<file path="config.mk">
export PLATFORM = sky130hd
export DESIGN_NAME = serialtopar
export DESIGN_NICKNAME = d
export VERILOG_FILES = /design/src/rtl/serialtopar.sv
export SDC_FILE = /design/constraint.sdc
export NUM_CORES = 1
export LEC_CHECK = 0
export CAP_MARGIN = 20
export CORE_ASPECT_RATIO = 1.25
export CORE_MARGIN = 5
export CORE_UTILIZATION = 35
export CTS_BUF_LIST = sky130_fd_sc_hd__clkbuf_8 sky130_fd_sc_hd__clkbuf_16
export CTS_CLUSTER_SIZE = 8
export DETAILED_ROUTE_END_ITERATION = 6
export SYNTH_ARGS = -nofsm -noshare
export SYNTH_HDL_FRONTEND = slang
export SYNTH_SLANG_ARGS = --single-unit
</file>
<file path="constraint.sdc">
create_clock -name clk_8f -period 1.7 [get_ports clk_8f]
set_clock_uncertainty 0.05 [all_clocks]
set_input_delay 0.34 -clock clk_8f [delete_from_list [all_inputs] [get_ports clk_8f]]
set_output_delay 0.34 -clock clk_8f [all_outputs]
set_load 0.03 [all_outputs]
</file>
<file path="src/rtl/serialtopar.sv">
// serialtopar: serial-to-parallel receiver with comma-based link lock.
// Shifts a 1-bit MSB-first stream into WIDTH-bit words and counts
// consecutive COMMA words while searching. Once BC_THRESHOLD commas have
// been seen it locks (active=1) and delivers non-comma words with valid_out.
// Optional macro COMMA_ALIGN_EN: while searching, a sliding-window comma
// match anywhere in the stream realigns the word boundary to that bit.
module serialtopar #(
    parameter int               WIDTH        = 8,
    parameter logic [WIDTH-1:0] COMMA        = WIDTH'(8'hBC),
    parameter int               BC_THRESHOLD = 4
) (
    input  logic             clk_8f,
    input  logic             reset,
    input  logic             data_in,
    output logic [WIDTH-1:0] data_out,
    output logic             valid_out,
    output logic             active
);

    localparam int               CNT_W = (WIDTH > 1) ? $clog2(WIDTH) : 1;
    localparam logic [CNT_W-1:0] LAST  = CNT_W'(WIDTH - 1);
    localparam int               CC_W  = $clog2(BC_THRESHOLD + 1);
    localparam logic [CC_W-1:0]  THR   = CC_W'(BC_THRESHOLD);

    typedef enum logic {SEARCH, ACTIVE} state_t;

    // Comma run length never exceeds the lock threshold.
    function automatic logic [CC_W-1:0] sat_inc(input logic [CC_W-1:0] c);
        return (c >= THR) ? THR : c + CC_W'(1);
    endfunction

    state_t           state, state_nx;
    logic [WIDTH-2:0] shift_p0;
    logic [CNT_W-1:0] bit_cnt, bit_nx;
    logic [CC_W-1:0]  comma_cnt, comma_nx, comma_inc;
    logic [WIDTH-1:0] word_p0, data_nx;
    logic             valid_nx, active_nx, boundary, realign;

    // Next-state and output decode: word assembly, comma counting, lock, delivery.
    always_comb begin
        word_p0   = {shift_p0, data_in};
        boundary  = (bit_cnt == LAST);
        state_nx  = state;
        bit_nx    = boundary ? '0 : bit_cnt + CNT_W'(1);
        comma_nx  = comma_cnt;
        comma_inc = sat_inc(comma_cnt);
        data_nx   = data_out;
        valid_nx  = valid_out;
        active_nx = active;
`ifdef COMMA_ALIGN_EN
        // An off-boundary comma match restarts the run on a new alignment.
        realign   = (state == SEARCH) && (word_p0 == COMMA) && !boundary;
`else
        realign   = 1'b0;
`endif
        case (state)
            SEARCH: begin
                valid_nx = 1'b0;
                if (realign) begin
                    bit_nx    = '0;
                    comma_inc = CC_W'(1);
                end
                if (boundary || realign) begin
                    if (word_p0 == COMMA) begin
                        comma_nx = comma_inc;
                        if (comma_inc == THR) begin
                            state_nx  = ACTIVE;
                            active_nx = 1'b1;
                        end
                    end else begin
                        comma_nx = '0;
                    end
                end
            end
            ACTIVE: begin
                if (boundary) begin
                    if (word_p0 != COMMA) begin
                        data_nx  = word_p0;
                        valid_nx = 1'b1;
                    end else begin
                        valid_nx = 1'b0;
                    end
                end
            end
            default: state_nx = SEARCH;
        endcase
    end

    // State, shift register and registered outputs; reset discards any partial word.
    always_ff @(posedge clk_8f) begin
        if (reset) begin
            state     <= SEARCH;
            shift_p0  <= '0;
            bit_cnt   <= '0;
            comma_cnt <= '0;
            data_out  <= '0;
            valid_out <= 1'b0;
            active    <= 1'b0;
        end else begin
            state     <= state_nx;
            shift_p0  <= word_p0[WIDTH-2:0];
            bit_cnt   <= bit_nx;
            comma_cnt <= comma_nx;
            data_out  <= data_nx;
            valid_out <= valid_nx;
            active    <= active_nx;
        end
    end

endmodule

</file>
==> impl_metrics.json <==
{
  "fmax_mhz": 604,
  "clkTransAtPathRegs_ns": 0.08,
  "cts_buffers": 3,
  "path_delay_family": "buffers and inverters",
  "fill_cells": 256,
  "fin_ws_ns": 0.0445,
  "yosys_warnings": 0,
  "seq_area_frac_synth": 0.484,
  "grt_pass1_wl_um": 2750,
  "drt_wl_total_um": 1610,
  "rows": 21,
  "antenna_found_initial": 0,
  "critical_path_depth": 1,
  "h-tree-depth": 1,
  "holdCritPathClass": "flip-flop to flip-flop",
  "drt_pass1_iterations": 4,
  "min_path_cells": 1,
  "pre_cts_ws_ns": -0.206,
  "nets": 111,
  "netlist_top_cells_area": "dfxtp_1, mux2_4, nor2b_1",
  "period_needed_ns": 1.66,
  "p_per_area_nw_per_um2": 800,
  "ys.flop_type": "dfxtp_1",
  "synth_seq_cells": 24,
  "hold_viol_final": 0,
  "slowest_stage": "clkdlybuf4s50_1",
  "synth_top_area_frac": 0.484,
  "final_cell_area_sq_um": 1240,
  "grt_usage": 0.0908,
  "viasPerCell": 4.60,
  "end_kind": "primary output",
  "hpwl_um": 1140,
  "reg2reg_depth": 6,
  "synth_area_per_cell_sq_um": 11.3,
  "synth_area_leader_cell": "dfxtp_1",
  "fin_tns_setup_ns": 0,
  "crit_type": "flip-flop to primary output",
  "status": "finished, final reports clean",
  "syn_nets": 95,
  "cts_sinks": 24,
  "regToRegSetupSlack_ns": 0.19,
  "finalCritPeriodShare": 0.974,
  "detail-route-antenna-nets": 0,
  "areaGrowthSynthToFinish_pct": 24.8,
  "gp_congestion": 0.781,
  "synth_commonest_cells": "dfxtp_1, nor2b_1, and2b_1, mux2_4, nand2b_1",
  "final_max_slew_viol_count": 0,
  "syn_area_sq_um": 993,
  "synth_edf_count": 0,
  "cp_num_buf_inv": 1,
  "vias": 630,
  "wl_per_cell_um": 11.7,
  "peakVddDrop_mv": 0.773,
  "post-route-drc-count": 0,
  "clk_latency_ns": 0.26,
  "ys_async_sr_fraction": 0,
  "placed_area_sq_um": 1170,
  "tritoncts": "yes",
  "arrival_ns": 1.27,
  "initial_core_util": 0.367,
  "grt_pass1_vias": 584,
  "cpPeakStageDelay_ns": 0.67,
  "yosysMostFrequentCell": "dfxtp_1",
  "drive_above_1_share": 0.165,
  "finalSetupViolations": 0,
  "worstMarginPinSlew_ns": 0.326,
  "grt_max_degree": 25,
  "synthCells": 88,
  "start_kind": "flip-flop",
  "overflow": 0,
  "synth_cell_types": 25,
  "crit_chain": "clkdlybuf4s50_1",
  "max_slew_margin": 0.782,
  "cap_violations": 0,
  "dieHeight_um": 69.6,
  "leakage_nw": 0.616,
  "antennaDiodeCount": 0,
  "critPathRequiredTime_ns": 1.31,
  "cts_buffer_depth": 2,
  "io_buffers": 12,
  "cts_root_buf": "clkbuf_8",
  "dieArea_sq_um": 4010,
  "final_util": 0.458,
  "path_max_fanout": 2,
  "coreArea_sq_um": 2710,
  "grt_setup_unrepaired": "no",
  "die_w_um": 57.7,
  "ios": 13,
  "drt_iter0_markers": 7
}
cell families (layout without fill, tap and decap cells):
family	count (synthesis)	after routing	share of synthesized area
AND/OR/NAND/NOR	36	36	0.248
AO/OA/AOI/OAI	9	9	0.0567
adder cells (fa/ha/maj)	4	4	0.0504
buffers and inverters	7	22	0.0453
multiplexers	8	8	0.116
flip-flops	24	24	0.484
final cells by class:
| class | instances | area [sq um] | share of cell area |
|---|---|---|---|
| Sequential cell | 24 | 480 | 0.387 |
| Multi-Input combinational cell | 57 | 468 | 0.377 |
| Inverter | 2 | 7.51 | 0.00605 |
| Timing Repair Buffer | 16 | 186 | 0.150 |
| Tap cell | 34 | 42.5 | 0.0343 |
| Clock buffer | 4 | 55.1 | 0.0444 |
placed cells by master, fill, tap and decap left out, types with 3 or more instances in the layout:
cell type / Yosys / layout
mux2_4: 7 / 7
dlymetal6s2s_1: 0 / 5
nand2b_1: 6 / 6
a21oi_1: 4 / 4
clkbuf_8: 0 / 4
and2b_1: 7 / 7
dfxtp_1: 24 / 24
nor2b_1: 9 / 9
clkdlybuf4s50_1: 0 / 6
nand2_1: 3 / 3
ha_1: 4 / 4
worst register-to-register path, delay by kind of cell (launching register included):
kind	cells	cell delay [ns]
AO/OA/AOI/OAI	1	0.13
adder cells (fa/ha/maj)	2	0.39
buffers and inverters	1	0.15
flip-flops	1	0.32
multiplexers	1	0.30
AND/OR/NAND/NOR	1	0.07
flip-flops by register name (all words and copies together), names as in the netlist:
name,flops
valid_out,1
comma_cnt,3
state,1
shift_p0,7
active,1
bit_cnt,3
data_out,8
final timing paths:
check / start / to
worst max-delay path: data_out[0] / data_out[0]
worst min register to register: bit_cnt[0] / bit_cnt[0]
worst max register to register: bit_cnt[0] / data_out[2]
worst min-delay path: bit_cnt[0] / bit_cnt[0]
per-layer routing:
layer / part of all wire / track usage / wire length [um]
met5: 0 / 0 / 0
met4: 0.021 / 0.0464 / 34
met3: 0.059 / 0.0428 / 95
met2: 0.44 / 0.127 / 708
met1: 0.48 / 0.114 / 771
through the flow:
step	cells	hold slack [ns]	total power [mW]
final	137	0.382	0.992
after global routing	137	0.404	1.04
after CTS	137	0.387	1.00
after detailed placement	133	0.375	0.625
after global placement	133	0.368	0.624
after floorplan	88	0.357	0.608
power by group:
part           total (mW)  switching [mW]  internal (mW)
Clock               0.381           0.175          0.207
Sequential          0.576         0.00478          0.571
Combinational      0.0347          0.0146         0.0201
repair_timing:
action / CTS / global route
resized for setup: 1 / 5
cloned: 0 / 0
hold buffers: 0 / 0
setup buffers: 0 / 0
hold endpoints to repair: 0 / 0
setup endpoints to repair: 1 / 5
Note: power is estimated with default switching activity, not from simulation.
